$ cat config.mk
export PLATFORM = sky130hd
export DESIGN_NAME = store_buffer_flat
export DESIGN_NICKNAME = d
export VERILOG_FILES = /design/src/rtl/store_buffer_if.sv /design/src/rtl/store_buffer.sv /design/src/flat_wrapper.sv
export SDC_FILE = /design/constraint.sdc
export NUM_CORES = 1
export LEC_CHECK = 0
export BUFFER_PORTS_ARGS = -buffer_cell sky130_fd_sc_hd__buf_4
export CORE_UTILIZATION = 57
export DETAILED_ROUTE_END_ITERATION = 10
export PLACE_DENSITY_LB_ADDON = 0.3
export SYNTH_ARGS = -nofsm -noshare
export SYNTH_HDL_FRONTEND = slang
export SYNTH_SLANG_ARGS = --single-unit
$ cat constraint.sdc
create_clock -name clk -period 8.6 [get_ports clk]
set_input_delay 1.72 -clock clk [delete_from_list [all_inputs] [get_ports clk]]
set_output_delay 1.72 -clock clk [all_outputs]
set_load 0.05 [all_outputs]
$ cat src/rtl/store_buffer_if.sv
// Port bundle for store_buffer: MEM-stage store/load requests and the data-memory side.
// slave is the buffer's view; master is the pipeline/memory view.
interface store_buffer_if #(
  parameter int ADDR_W = 16,
  parameter int DATA_W = 16
);
  logic              ST_VALID;
  logic              ST_BYTE;
  logic [ADDR_W-1:0] ST_ADDR;
  logic [DATA_W-1:0] ST_DATA;
  logic              ST_READY;
  logic              LD_REQ;
  logic              LD_BYTE;
  logic [ADDR_W-1:0] LD_ADDR;
  logic              LD_HIT;
  logic [DATA_W-1:0] LD_DATA;
  logic              LD_STALL;
  logic              M_W;
  logic              M_R;
  logic              M_BYTE_EN;
  logic [ADDR_W-1:0] M_ADDR;
  logic [DATA_W-1:0] M_DATA;
  logic              EMPTY;

  modport slave (
    input  ST_VALID, ST_BYTE, ST_ADDR, ST_DATA,
    input  LD_REQ, LD_BYTE, LD_ADDR,
    output ST_READY, LD_HIT, LD_DATA, LD_STALL,
    output M_W, M_R, M_BYTE_EN, M_ADDR, M_DATA, EMPTY
  );

  modport master (
    output ST_VALID, ST_BYTE, ST_ADDR, ST_DATA,
    output LD_REQ, LD_BYTE, LD_ADDR,
    input  ST_READY, LD_HIT, LD_DATA, LD_STALL,
    input  M_W, M_R, M_BYTE_EN, M_ADDR, M_DATA, EMPTY
  );
endinterface

$ cat src/rtl/store_buffer.sv
// FIFO store buffer between MEM stage and data memory with load forwarding.
// Optional store merging into the youngest entry: define STBUF_COALESCE_EN.
module store_buffer #(
  parameter int DEPTH  = 4,
  parameter int ADDR_W = 16,
  parameter int DATA_W = 16
) (
  input logic          clk,
  input logic          rst,
  store_buffer_if.slave sb
);

  localparam int PTR_W = $clog2(DEPTH);
  localparam int CNT_W = $clog2(DEPTH + 1);
  localparam int WA_W  = ADDR_W - 1;
  localparam logic [CNT_W-1:0] FULL = CNT_W'(DEPTH);

  logic              r_valid [DEPTH];
  logic [WA_W-1:0]   r_waddr [DEPTH];
  logic [1:0]        r_mask  [DEPTH];
  logic [DATA_W-1:0] r_data  [DEPTH];
  logic [PTR_W-1:0]  r_head;
  logic [PTR_W-1:0]  r_tail;
  logic [CNT_W-1:0]  r_count;

  logic              w_match;
  logic [PTR_W-1:0]  w_sel;
  logic [PTR_W-1:0]  w_idx;
  logic [1:0]        w_ld_need;
  logic              w_cover;
  logic              w_ld_miss;
  logic              w_ld_hit;
  logic              w_ld_stall;
  logic              w_pop;
  logic              w_push;
  logic              w_merge;
  logic              w_alloc;
  logic [1:0]        w_st_mask;
  logic [DATA_W-1:0] w_st_data;
  logic [1:0]        w_head_mask;
  logic [DATA_W-1:0] w_head_data;

  // Walk oldest to youngest so the last match wins (youngest store).
  always_comb begin
    w_match = 1'b0;
    w_sel   = '0;
    w_idx   = '0;
    for (int i = 0; i < DEPTH; i++) begin
      w_idx = r_head + PTR_W'(i);
      if ((CNT_W'(i) < r_count) && r_valid[w_idx] &&
          (r_waddr[w_idx] == sb.LD_ADDR[ADDR_W-1:1])) begin
        w_match = 1'b1;
        w_sel   = w_idx;
      end
    end
  end

  assign w_ld_need  = sb.LD_BYTE ? (sb.LD_ADDR[0] ? 2'b10 : 2'b01) : 2'b11;
  assign w_cover    = ((r_mask[w_sel] & w_ld_need) == w_ld_need);
  assign w_ld_miss  = sb.LD_REQ & ~w_match;
  assign w_ld_hit   = sb.LD_REQ & w_match & w_cover;
  assign w_ld_stall = sb.LD_REQ & w_match & ~w_cover;

  assign w_pop  = (r_count != '0) & ~w_ld_miss;
  assign w_push = sb.ST_VALID & (r_count != FULL);

  assign w_st_mask = sb.ST_BYTE ? (sb.ST_ADDR[0] ? 2'b10 : 2'b01) : 2'b11;
  assign w_st_data = sb.ST_BYTE ? {sb.ST_DATA[7:0], sb.ST_DATA[7:0]} : sb.ST_DATA;

`ifdef STBUF_COALESCE_EN
  logic [PTR_W-1:0] w_young;
  assign w_young = r_tail - PTR_W'(1);
  // With a single entry being popped this cycle the merge target would vanish.
  assign w_merge = w_push & (r_count != '0) & r_valid[w_young] &
                   (r_waddr[w_young] == sb.ST_ADDR[ADDR_W-1:1]) &
                   ~(w_pop & (r_count == CNT_W'(1)));
`else
  assign w_merge = 1'b0;
`endif

  assign w_alloc     = w_push & ~w_merge;
  assign w_head_mask = r_mask[r_head];
  assign w_head_data = r_data[r_head];

  always_ff @(posedge clk or posedge rst) begin
    if (rst) begin
      for (int i = 0; i < DEPTH; i++) begin
        r_valid[i] <= 1'b0;
        r_waddr[i] <= '0;
        r_mask[i]  <= '0;
        r_data[i]  <= '0;
      end
      r_head  <= '0;
      r_tail  <= '0;
      r_count <= '0;
    end else begin
      if (w_pop) begin
        r_valid[r_head] <= 1'b0;
        r_head          <= r_head + PTR_W'(1);
      end
      if (w_alloc) begin
        r_valid[r_tail] <= 1'b1;
        r_waddr[r_tail] <= sb.ST_ADDR[ADDR_W-1:1];
        r_mask[r_tail]  <= w_st_mask;
        r_data[r_tail]  <= w_st_data;
        r_tail          <= r_tail + PTR_W'(1);
      end
`ifdef STBUF_COALESCE_EN
      if (w_merge) begin
        if (w_st_mask[0]) r_data[w_young][7:0]  <= w_st_data[7:0];
        if (w_st_mask[1]) r_data[w_young][15:8] <= w_st_data[15:8];
        r_mask[w_young] <= r_mask[w_young] | w_st_mask;
      end
`endif
      r_count <= r_count + CNT_W'(w_alloc) - CNT_W'(w_pop);
    end
  end

  assign sb.ST_READY = (r_count != FULL);
  assign sb.EMPTY    = (r_count == '0);

  // Request-driven outputs are forced quiet while reset is held.
  always_comb begin
    sb.LD_HIT    = 1'b0;
    sb.LD_STALL  = 1'b0;
    sb.LD_DATA   = '0;
    sb.M_W       = 1'b0;
    sb.M_R       = 1'b0;
    sb.M_BYTE_EN = 1'b0;
    sb.M_ADDR    = '0;
    sb.M_DATA    = '0;
    if (!rst) begin
      sb.LD_HIT   = w_ld_hit;
      sb.LD_STALL = w_ld_stall;
      if (w_ld_hit) begin
        if (!sb.LD_BYTE)
          sb.LD_DATA = r_data[w_sel];
        else if (sb.LD_ADDR[0])
          sb.LD_DATA = {8'h00, r_data[w_sel][15:8]};
        else
          sb.LD_DATA = {8'h00, r_data[w_sel][7:0]};
      end
      if (w_ld_miss) begin
        sb.M_R       = 1'b1;
        sb.M_ADDR    = sb.LD_ADDR;
        sb.M_BYTE_EN = sb.LD_BYTE;
      end else if (w_pop) begin
        sb.M_W       = 1'b1;
        sb.M_BYTE_EN = (w_head_mask != 2'b11);
        sb.M_ADDR    = {r_waddr[r_head], (w_head_mask == 2'b10)};
        if (w_head_mask == 2'b11)
          sb.M_DATA = w_head_data;
        else if (w_head_mask == 2'b10)
          sb.M_DATA = {8'h00, w_head_data[15:8]};
        else
          sb.M_DATA = {8'h00, w_head_data[7:0]};
      end
    end
  end

endmodule

$ cat src/flat_wrapper.sv
// flat-port wrapper written by rule: the top's interface ports become plain ports
module store_buffer_flat 
#(
  parameter int DEPTH  = 4,
  parameter int ADDR_W = 16,
  parameter int DATA_W = 16
)
  (clk, rst, sb_ST_VALID, sb_ST_BYTE, sb_ST_ADDR, sb_ST_DATA, sb_LD_REQ, sb_LD_BYTE, sb_LD_ADDR, sb_ST_READY, sb_LD_HIT, sb_LD_DATA, sb_LD_STALL, sb_M_W, sb_M_R, sb_M_BYTE_EN, sb_M_ADDR, sb_M_DATA, sb_EMPTY);
  store_buffer_if #(.ADDR_W(ADDR_W), .DATA_W(DATA_W)) sb_i ();
  input logic clk;
  input logic rst;
  input wire logic [$bits(sb_i.ST_VALID)-1:0] sb_ST_VALID;
  input wire logic [$bits(sb_i.ST_BYTE)-1:0] sb_ST_BYTE;
  input wire logic [$bits(sb_i.ST_ADDR)-1:0] sb_ST_ADDR;
  input wire logic [$bits(sb_i.ST_DATA)-1:0] sb_ST_DATA;
  input wire logic [$bits(sb_i.LD_REQ)-1:0] sb_LD_REQ;
  input wire logic [$bits(sb_i.LD_BYTE)-1:0] sb_LD_BYTE;
  input wire logic [$bits(sb_i.LD_ADDR)-1:0] sb_LD_ADDR;
  output wire logic [$bits(sb_i.ST_READY)-1:0] sb_ST_READY;
  output wire logic [$bits(sb_i.LD_HIT)-1:0] sb_LD_HIT;
  output wire logic [$bits(sb_i.LD_DATA)-1:0] sb_LD_DATA;
  output wire logic [$bits(sb_i.LD_STALL)-1:0] sb_LD_STALL;
  output wire logic [$bits(sb_i.M_W)-1:0] sb_M_W;
  output wire logic [$bits(sb_i.M_R)-1:0] sb_M_R;
  output wire logic [$bits(sb_i.M_BYTE_EN)-1:0] sb_M_BYTE_EN;
  output wire logic [$bits(sb_i.M_ADDR)-1:0] sb_M_ADDR;
  output wire logic [$bits(sb_i.M_DATA)-1:0] sb_M_DATA;
  output wire logic [$bits(sb_i.EMPTY)-1:0] sb_EMPTY;
  assign sb_i.ST_VALID = sb_ST_VALID;
  assign sb_i.ST_BYTE = sb_ST_BYTE;
  assign sb_i.ST_ADDR = sb_ST_ADDR;
  assign sb_i.ST_DATA = sb_ST_DATA;
  assign sb_i.LD_REQ = sb_LD_REQ;
  assign sb_i.LD_BYTE = sb_LD_BYTE;
  assign sb_i.LD_ADDR = sb_LD_ADDR;
  assign sb_ST_READY = sb_i.ST_READY;
  assign sb_LD_HIT = sb_i.LD_HIT;
  assign sb_LD_DATA = sb_i.LD_DATA;
  assign sb_LD_STALL = sb_i.LD_STALL;
  assign sb_M_W = sb_i.M_W;
  assign sb_M_R = sb_i.M_R;
  assign sb_M_BYTE_EN = sb_i.M_BYTE_EN;
  assign sb_M_ADDR = sb_i.M_ADDR;
  assign sb_M_DATA = sb_i.M_DATA;
  assign sb_EMPTY = sb_i.EMPTY;
  store_buffer #(.DEPTH(DEPTH), .ADDR_W(ADDR_W), .DATA_W(DATA_W)) u_core (.clk(clk), .rst(rst), .sb(sb_i));
endmodule
==> results.md <==
* Status: finished clean
* Post-synthesis cell count at 1072
* #FFs+latches synth at 143
* Commonest cells after routing, fill and taps aside: 141 x dfrtp_1, 122 x nand2_1, 122 x buf_4
* Initial antenna violation count at 0
* Mapped Area at 0.0108 sq mm
* Worst-path clk slew at 60 ps
* Max_slew headroom at 0.215
* Non-Filler Instances at 1372
* Share of cells above drive strength 1 at 0.276
* Core Region at 0.0183 sq mm
* Crit path capture type: primary output
* Initial DRT Pass Iterations at 6
* Cts bufs inserted at 17
* CTS root buf: clkbuf_16
* Drt initial violations at 1413
* Clk_skew at 11.0 ps
* Most common flop cell mapped by yosys: dfrtp_1
* Final hold viol count at 0
* Post-DP HPWL at 23.4 mm
* DR vias/cell at 7.03
* Post-synth EDFFs at 0
* Sequential share of the synthesized area at 0.332
* Worst setup path category: reg2out
* Setup crit start kind: flip-flop
* Finished Core Util at 0.668
* DRT Wirelength at 33.9 mm
* Number of global-route vias before repair at 9215
* Die area at 0.0195 sq mm
* Yosys cell types at 80
* H-tree Lvls at 4
* First-pass GRT wire length at 52.4 mm
* P_leak at 0.00520 uW
* Worst-margin pin slew at 1170 ps
* Min Clock Period, post-route at 8170 ps
* Vias at 9649
* Worst VDD drop at 0.000370 V
* CP max FO at 68
* Most common cell after layout, fill and taps aside: dfrtp_1
* Layout Area Growth over Synthesis at 13.2%
* Largest net degree at the start of global routing at 88
* DR WL/cell at 24.7 microns
* Post CTS Setup Buffer Count at 0
* Tot Pwr at 5250 uW
* Initial Util at 0.590
* Max Cap Violations at 0
* Post-cts gate resize count at 0
* GP Congestion at 0.947
* Post-route ant nets at 0
* Worst skew pair latency at 430 ps
* Die Y at 140 microns
* Placed cells at 1342
* Period utilisation layout at 0.950
* I/O pins at 109
* Die X at 140 microns
* Req. time, crit path at 6880 ps
* Nets at 1199
* Post-CTS Hold Buffers at 0
* TritonCTS clock tree: yes
* Antenna diodes at 0
* Syn. warnings at 0
* Hold Crit Class: reg2reg
* GRT Resource Usage Total at 0.352
* GR Overflow Total at 0
* Max Slew Vio Count at 0
* FMAX at 122 MHz
* Drt drc at 0
* Average size of a mapped cell at 10.1 sq um
* RSZ-0062 raised after global routing: false
* Final TNS setup at 0 ps
* Deepest clock path buffer count at 2
* FFs w/ async S/R, synth at 1.00
* Row count at 49
* Clk sinks at 143
* Setup violations, final at 0
* Crit path DAT at 6450 ps
* PortBufs at 108
* Pwr/cell area at 430 mW/mm^2
* Syn_nets at 1139
==> path summary, 6_finish.rpt <==
| check | startpoint | to | slack, ps | cells after the start |
|---|---|---|---|---|
| setup / recovery | u_core.r_head[0]$_DFFE_PP0N_ | sb_LD_DATA[4] | 430 | 13 |
| hold / removal | u_core.r_mask[4]$_DFFE_PP0P_ | u_core.r_mask[4]$_DFFE_PP0P_ | 520 | 2 |
| setup reg to reg | u_core.r_head[0]$_DFFE_PP0N_ | u_core.r_count[2]$_DFF_PP0_ | 2850 | 18 |
| hold reg to reg | u_core.r_mask[4]$_DFFE_PP0P_ | u_core.r_mask[4]$_DFFE_PP0P_ | 520 | 2 |
| max in group asynchronous | rst | u_core.r_head[0]$_DFFE_PP0N_ | 5750 | 3 |
| min in group asynchronous | rst | u_core.r_tail[1]$_DFFE_PP0P_ | 1450 | 2 |
==> cells in the mapped netlist, drive strengths merged (3+ instances only) <==
master	number	area, sq um
buf	28	181
o221a	8	90.1
or3	3	18.8
a22o	9	78.8
a2bb2oi	4	41.3
a31oi	6	37.5
o2111ai	3	26.3
nor4b	4	53.8
a32o	10	100
a22oi	19	143
o211ai	21	158
a21boi	3	22.5
a2111oi	6	65.1
inv	23	86.3
xnor2	43	377
a221oi	4	35.0
a221o	4	40.0
nand4	6	37.5
nand3b	4	30.0
mux2	96	1080
o22ai	13	81.3
dfrtp	143	3580
nor2b	12	75.1
a211oi	3	22.5
nor3	19	100
nor4	7	50.1
ha	12	150
nand2	126	473
and3	7	43.8
o21ai	59	295
nor2	27	101
o221ai	30	263
mux2i	114	1160
clkbuf	53	199
a21oi	14	73.8
and2	15	93.8
o2bb2ai	6	58.8
xor2	8	70.1
nand3	20	100
a21o	6	45.0
mux4	30	676
nand2b	12	75.1
==> report_power, final <==
group	switching, uW	internal, uW	leakage, uW
clock network	303	433	0.000283
logic	1700	1350	0.00320
registers	445	1020	0.00172
==> cell families (layout without fill, tap and decap cells) <==
group | after synthesis | after routing | share of synthesized area
AO/OA/AOI/OAI | 249 | 249 | 0.174
XOR/XNOR | 51 | 51 | 0.0414
adder cells (fa/ha/maj) | 13 | 13 | 0.0158
buffers and inverters | 106 | 177 | 0.0440
flip-flops | 143 | 143 | 0.332
multiplexers | 240 | 240 | 0.270
AND/OR/NAND/NOR | 270 | 270 | 0.123
==> per-layer routing <==
layer	routed length (microns)	GRT usage	vias to the layer above
met4	976	0.138	0
met5	0	0	-
li1	-	-	4175
met3	3770	0.0795	96
met1	14200	0.494	4771
met2	15000	0.530	607
==> critical path, stage by stage (launching register included) <==
cell	delay, ps
dfrtp_4	880
buf_4	860
mux2i_1	420
a2bb2oi_1	190
nand4_1	120
a2111oi_0	790
and4bb_2	410
a22o_1	390
mux2_1	370
a221o_1	350
o211a_1	250
o21bai_4	500
a31oi_1	190
buf_4	240
==> sequential cells by signal, indices dropped and copies added, names as in the netlist <==
name,count
u_core.r_count,3
u_core.r_waddr,60
u_core.r_tail,2
u_core.r_data,64
u_core.r_valid,4
u_core.r_mask,8
u_core.r_head,2
==> stage by stage <==
stage	area [sq um]	hold WS [ps]	setup slack (ps)
4_1_cts	12200	516	547
3_3_place_gp	11600	488	1080
6_report	12200	519	428
5_1_grt	12200	554	112
2_1_floorplan	10800	467	155
3_5_place_dp	11600	503	1030
==> final cells by class <==
class,instances,area [sq um]
timing repair buffer,122,916
sequential,143,3580
inverter,25,98.8
tap,229,287
clock inverter,12,135
fill,1433,6060
multi-input combinational,823,6750
clock buffer,18,439
(Power assumes the default switching activity.)
